$ cat config.mk
export PLATFORM = sky130hd
export DESIGN_NAME = htif_mem_arbiter
export DESIGN_NICKNAME = d
export VERILOG_FILES = /design/src/rtl/htif_mem_arbiter.sv
export SDC_FILE = /design/constraint.sdc
export NUM_CORES = 1
export LEC_CHECK = 0
export BUFFER_PORTS_ARGS = -buffer_cell sky130_fd_sc_hd__buf_2
export CORE_AREA = 5 5 345 347
export CTS_CLUSTER_DIAMETER = 50
export DETAILED_ROUTE_END_ITERATION = 6
export DIE_AREA = 0 0 350 352
export RECOVER_POWER = 100
export SLEW_MARGIN = 20
export SYNTH_ARGS = -nofsm -noshare
export SYNTH_HDL_FRONTEND = slang
export SYNTH_SLANG_ARGS = --single-unit
$ cat constraint.sdc
create_clock -name clk -period 10.8 [get_ports clk]
set_input_delay 1.08 -clock clk [delete_from_list [all_inputs] [get_ports clk]]
set_output_delay 1.08 -clock clk [all_outputs]
set_load 0.05 [all_outputs]
$ cat src/rtl/htif_mem_arbiter.sv
// htif_mem_arbiter
//   Shares the single HTIF-side memory request/response port between two
//   requesters (req0 = HTIF, req1 = secondary agent such as scan/debug DMA).
//   Requests are arbitrated round-robin into a single registered request
//   stage. The MSB of the memory-side tag records which requester issued the
//   request, and responses are routed back using that bit. Reads in flight
//   are counted per requester. A response that arrives for a requester with
//   no reads outstanding sets a sticky error flag.
//
//   Optional feature macro: ARB_OUTSTANDING_LIMIT_EN
//     defined   : a requester with MAX_OUTSTANDING reads in flight is masked
//                 from arbitration, for reads and writes alike, until one of
//                 its responses returns.
//     undefined : no masking. The counters only feed the error check.
//
// Ports
//   clk, reset                  clock, asynchronous active-high reset
//   reqN_val/rdy                request handshake, N = 0,1
//   reqN_rw/addr/data/tag       request fields (rw=1 write, 0 read)
//   respN_val/data/tag          routed response, one cycle after mem_resp
//   mem_req_val/rdy             registered memory request handshake
//   mem_req_rw/addr/data/tag    registered request fields, tag = {src, tag}
//   mem_resp_val/data/tag       memory response, tag MSB selects requester
//   error                       sticky orphan-response flag
module htif_mem_arbiter #(
  parameter int TAG_BITS        = 4,
  parameter int MAX_OUTSTANDING = 4
) (
  input  logic                clk,
  input  logic                reset,

  input  logic                req0_val,
  output logic                req0_rdy,
  input  logic                req0_rw,
  input  logic [31:0]         req0_addr,
  input  logic [127:0]        req0_data,
  input  logic [TAG_BITS-1:0] req0_tag,

  input  logic                req1_val,
  output logic                req1_rdy,
  input  logic                req1_rw,
  input  logic [31:0]         req1_addr,
  input  logic [127:0]        req1_data,
  input  logic [TAG_BITS-1:0] req1_tag,

  output logic                resp0_val,
  output logic [127:0]        resp0_data,
  output logic [TAG_BITS-1:0] resp0_tag,

  output logic                resp1_val,
  output logic [127:0]        resp1_data,
  output logic [TAG_BITS-1:0] resp1_tag,

  output logic                mem_req_val,
  input  logic                mem_req_rdy,
  output logic                mem_req_rw,
  output logic [31:0]         mem_req_addr,
  output logic [127:0]        mem_req_data,
  output logic [TAG_BITS:0]   mem_req_tag,

  input  logic                mem_resp_val,
  input  logic [127:0]        mem_resp_data,
  input  logic [TAG_BITS:0]   mem_resp_tag,

  output logic                error
);

  localparam int CW = $clog2(2**TAG_BITS + 1);

  logic [CW-1:0] cnt0, cnt1;
  logic          elig0, elig1;
  logic          grant0, grant1;
  logic          load_en, accept;
  logic          last_is1;
  logic          rd0, rd1, rsp0, rsp1, dec0, dec1, orphan;
  logic [127:0]  resp_data_q;
  logic [TAG_BITS-1:0] resp_tag_q;

`ifdef ARB_OUTSTANDING_LIMIT_EN
  localparam logic [CW-1:0] CNT_MAX = CW'(MAX_OUTSTANDING);
  assign elig0 = req0_val && (cnt0 != CNT_MAX);
  assign elig1 = req1_val && (cnt1 != CNT_MAX);
`else
  // The read cap has no effect in this build. The parameter stays so that
  // both builds share one interface.
  logic unused_max_outstanding;
  assign unused_max_outstanding = (MAX_OUTSTANDING > 0);
  assign elig0 = req0_val;
  assign elig1 = req1_val;
`endif

  // The stage accepts a new request when it is empty or when its current
  // request drains in the same cycle.
  assign load_en = !mem_req_val || mem_req_rdy;

  // When both requesters are eligible, the one not granted last wins.
  // last_is1 resets to 1, so req0 wins the first tie after reset.
  always_comb begin
    grant0 = 1'b0;
    grant1 = 1'b0;
    if (elig0 && (!elig1 || last_is1))
      grant0 = 1'b1;
    else if (elig1)
      grant1 = 1'b1;
  end

  assign req0_rdy = grant0 && load_en;
  assign req1_rdy = grant1 && load_en;
  assign accept   = req0_rdy || req1_rdy;

  always_ff @(posedge clk or posedge reset) begin
    if (reset) begin
      mem_req_val  <= 1'b0;
      mem_req_rw   <= 1'b0;
      mem_req_addr <= '0;
      mem_req_data <= '0;
      mem_req_tag  <= '0;
      last_is1     <= 1'b1;
    end else if (load_en) begin
      mem_req_val <= accept;
      if (req0_rdy) begin
        mem_req_rw   <= req0_rw;
        mem_req_addr <= req0_addr;
        mem_req_data <= req0_data;
        mem_req_tag  <= {1'b0, req0_tag};
        last_is1     <= 1'b0;
      end else if (req1_rdy) begin
        mem_req_rw   <= req1_rw;
        mem_req_addr <= req1_addr;
        mem_req_data <= req1_data;
        mem_req_tag  <= {1'b1, req1_tag};
        last_is1     <= 1'b1;
      end
    end
  end

  assign rd0  = req0_rdy && !req0_rw;
  assign rd1  = req1_rdy && !req1_rw;
  assign rsp0 = mem_resp_val && !mem_resp_tag[TAG_BITS];
  assign rsp1 = mem_resp_val &&  mem_resp_tag[TAG_BITS];
  // A count already at zero is never decremented. Such a response is an
  // orphan and is still forwarded to its requester.
  assign dec0   = rsp0 && (cnt0 != '0);
  assign dec1   = rsp1 && (cnt1 != '0);
  assign orphan = (rsp0 && (cnt0 == '0)) || (rsp1 && (cnt1 == '0));

  always_ff @(posedge clk or posedge reset) begin
    if (reset) begin
      cnt0  <= '0;
      cnt1  <= '0;
      error <= 1'b0;
    end else begin
      case ({rd0, dec0})
        2'b10:   cnt0 <= cnt0 + CW'(1);
        2'b01:   cnt0 <= cnt0 - CW'(1);
        default: cnt0 <= cnt0;
      endcase
      case ({rd1, dec1})
        2'b10:   cnt1 <= cnt1 + CW'(1);
        2'b01:   cnt1 <= cnt1 - CW'(1);
        default: cnt1 <= cnt1;
      endcase
      if (orphan)
        error <= 1'b1;
    end
  end

  always_ff @(posedge clk or posedge reset) begin
    if (reset) begin
      resp0_val   <= 1'b0;
      resp1_val   <= 1'b0;
      resp_data_q <= '0;
      resp_tag_q  <= '0;
    end else begin
      resp0_val <= rsp0;
      resp1_val <= rsp1;
      if (mem_resp_val) begin
        resp_data_q <= mem_resp_data;
        resp_tag_q  <= mem_resp_tag[TAG_BITS-1:0];
      end
    end
  end

  // Only one respN_val is ever high, so both requesters share the data/tag register.
  assign resp0_data = resp_data_q;
  assign resp1_data = resp_data_q;
  assign resp0_tag  = resp_tag_q;
  assign resp1_tag  = resp_tag_q;

endmodule
==> impl_metrics.py <==
metrics = {
    "timing": {
        "whs_ps": 468,
        "setup_violations": 0,
        "period_share": 0.594,
        "relSlewSlack": -1.58,
        "final_hold_viol_count": 0,
        "setup_tns_ps": 0,
        "tightest_slew_ps": 3870,
        "min_period_ps": 6410,
        "rsz0062_at_grt": "no",
        "slew_viol_final": 374,
        "fin_ws_ps": 4390,
        "finClkSkew_ps": 31.7,
        "fmax_mhz": 156,
    },
    "logic_synthesis": {
        "ys_warn_count": 0,
        "synth_edf_count": 0,
        "synth_most_common_cell": "nand2_1",
        "synthTopCellsByCount": "nand2_1 (336), dfrtp_1 (312), nor2_1 (172)",
        "ys_top_cells_by_area": "dfrtp_1 (55%), mux2_2 (11%), nand2_1 (8.9%)",
        "ys_seq_area_frac": 0.550,
        "synth_area_leader_cell": "dfrtp_1",
        "ys_ff_latch": 313,
        "synth.distinct_cells": 37,
        "syn-cell-area_um2": 14200,
        "synth_top_area_frac": 0.548,
        "synthCells": 1409,
        "async_flop_share": 1.00,
        "syn_nets": 1886,
        "ys.flop_type": "dfrtp_1",
        "syn_area_per_cell_um2": 10.1,
    },
    "critical_path": {
        "crit_type": "in -> out",
        "cp-end-kind": "output pin",
        "cp-startpoint": "mem_req_rdy",
        "rrSetupSlack_ps": 4800,
        "required_ps": 9720,
        "cp.arrival_ps": 5330,
        "path_max_fanout": 91,
        "cp-start-kind": "input port",
        "r2r-start": "last_is1",
    },
    "place": {
        "hpwl_mm": 58.4,
        "dpl_cell_area_um2": 19300,
        "dpl_worst_slack_ps": 6680,
        "gp_congestion": 0.824,
        "io_buffers": 904,
    },
    "clock_network": {
        "cts_tree": "done",
        "htreeDepth": 2,
        "cts_hold_buf": 0,
        "cts_root_buffer": "clkbuf_16",
        "post_cts_buffers": 0,
        "clk_latency_ps": 630,
        "cts_resized": 0,
        "clk_pin_slew_ps": 50,
        "cts.sinks": 313,
        "clock_path_buffers": 3,
        "numCtsBuffers": 50,
    },
    "min_path": {
        "min_path_type": "reg -> reg",
        "min_from": "cnt1[4]",
    },
    "global_route": {
        "grt_pass1_vias": 13400,
        "grt_max_degree": 181,
        "overflow": 0,
        "grt_antenna_before_repair": 70,
        "grt_first_pass_wirelength_mm": 98.3,
        "track_usage": 0.110,
    },
    "die": {
        "die_w_um": 350,
        "die_h_um": 352,
        "core_um2": 116000,
        "ios": 905,
        "start_util": 0.123,
        "rows": 125,
        "die_area_um2": 123000,
    },
    "routing": {
        "via_per_inst": 3.56,
        "drtIter0Drc": 825,
        "wl_met3_mm": 8.60,
        "met1Wirelength_mm": 26.8,
        "drtPass1Iterations": 7,
        "drc": 0,
        "wl_per_cell_um": 19.1,
        "vias": 13300,
        "ant_nets": 0,
        "wirelength_mm": 71.3,
        "wl_met2_mm": 33.5,
        "top_layer_used": "met5",
    },
    "status": {
        "status": "complete, but fails checks",
        "violations": "capacitance limit, slew limit",
    },
    "power": {
        "power_leakage_nw": 8.83,
        "ir_drop_uv": 107,
        "p_per_area_nw_per_um2": 222,
    },
    "cells_and_area": {
        "fillCellCount": 13200,
        "layout-drive-gt1-share": 0.319,
        "nets": 2631,
        "syn_to_final_growth_pct": 44.3,
        "design_area_um2": 20600,
    },
    "flow_run": {
        "maxCapViolations": 6,
    },
}
layer usage:
metal | GRT usage | vias up
li1 | - | 6088
met1 | 0.121 | 6274
met2 | 0.188 | 683
met3 | 0.0561 | 199
met4 | 0.0262 | 30
met5 | 0 | -
where the power goes:
| part | switching (mW) | internal, mW | total, mW |
|---|---|---|---|
| Combinational | 1.10 | 0.310 | 1.41 |
| Clock | 0.663 | 1.01 | 1.68 |
| Sequential | 0.135 | 1.35 | 1.48 |
| Total | 1.90 | 2.67 | 4.57 |
cell type report:
class	instances	area [um2]	share of cell area
Clock inverter	32	409	0.0199
Sequential cell	313	7830	0.381
Antenna cell	8	20.0	0.000974
Multi-Input combinational cell	868	4940	0.241
Inverter	5	21.3	0.00104
Clock buffer	61	1350	0.0658
Tap cell	1524	1910	0.0928
Timing Repair Buffer	916	4060	0.198
worst max-delay path: stages:
cell and delay (ps):
buf_2 110, nand2b_1 220, nand3_4 290, clkinvlp_2 2670, clkbuf_1 930
cell usage in the layout (no fill, tap or decap), types with 8 or more instances in the layout:
cell type / netlist / layout
clkbuf_1: 9 / 447
buf_2: 72 / 466
clkbuf_16: 0 / 50
nor2_1: 172 / 172
nand2_1: 336 / 336
a31oi_1: 166 / 166
inv_6: 0 / 9
dfrtp_1: 312 / 312
mux2_2: 134 / 134
diode_2: 0 / 8
worst paths after layout:
path | endpoint | depth (start not counted)
max in group asynchronous | resp0_data[115] | 4
worst min-delay path | cnt1[4] | 1
worst max-delay path | req0_rdy | 5
min in group asynchronous | mem_req_data[87] | 2
worst max register to register | cnt0[4] | 11
worst min register to register | cnt1[4] | 1
registers in the layout, indices dropped and copies added (netlist names):
signal,flops
resp0_data,128
error,1
cnt1,5
resp0_val,1
cnt0,5
mem_req_rw,1
last_is1,1
resp0_tag,4
mem_req_addr,32
mem_req_tag,5
resp1_val,1
mem_req_data,128
mem_req_val,1
through the flow:
stage                     power, mW   util  std cells
after global routing           4.79  0.178       3719
final                          4.57  0.178       3727
after global placement         2.96  0.167       3626
after floorplan                2.60      -       1409
after CTS                      4.70  0.183       3719
after detailed placement       2.97  0.167       3626
cell families (layout without fill, tap and decap cells):
group / after synthesis / count (layout) / share of synthesized area
other: 0 / 8 / 0
flip-flops: 313 / 313 / 0.550
XOR/XNOR: 9 / 9 / 0.00553
multiplexers: 136 / 136 / 0.107
AND/OR/NAND/NOR: 533 / 533 / 0.145
adder cells (fa/ha/maj): 8 / 8 / 0.00755
buffers and inverters: 228 / 1014 / 0.104
AO/OA/AOI/OAI: 182 / 182 / 0.0802
(Power assumes the default switching activity.)
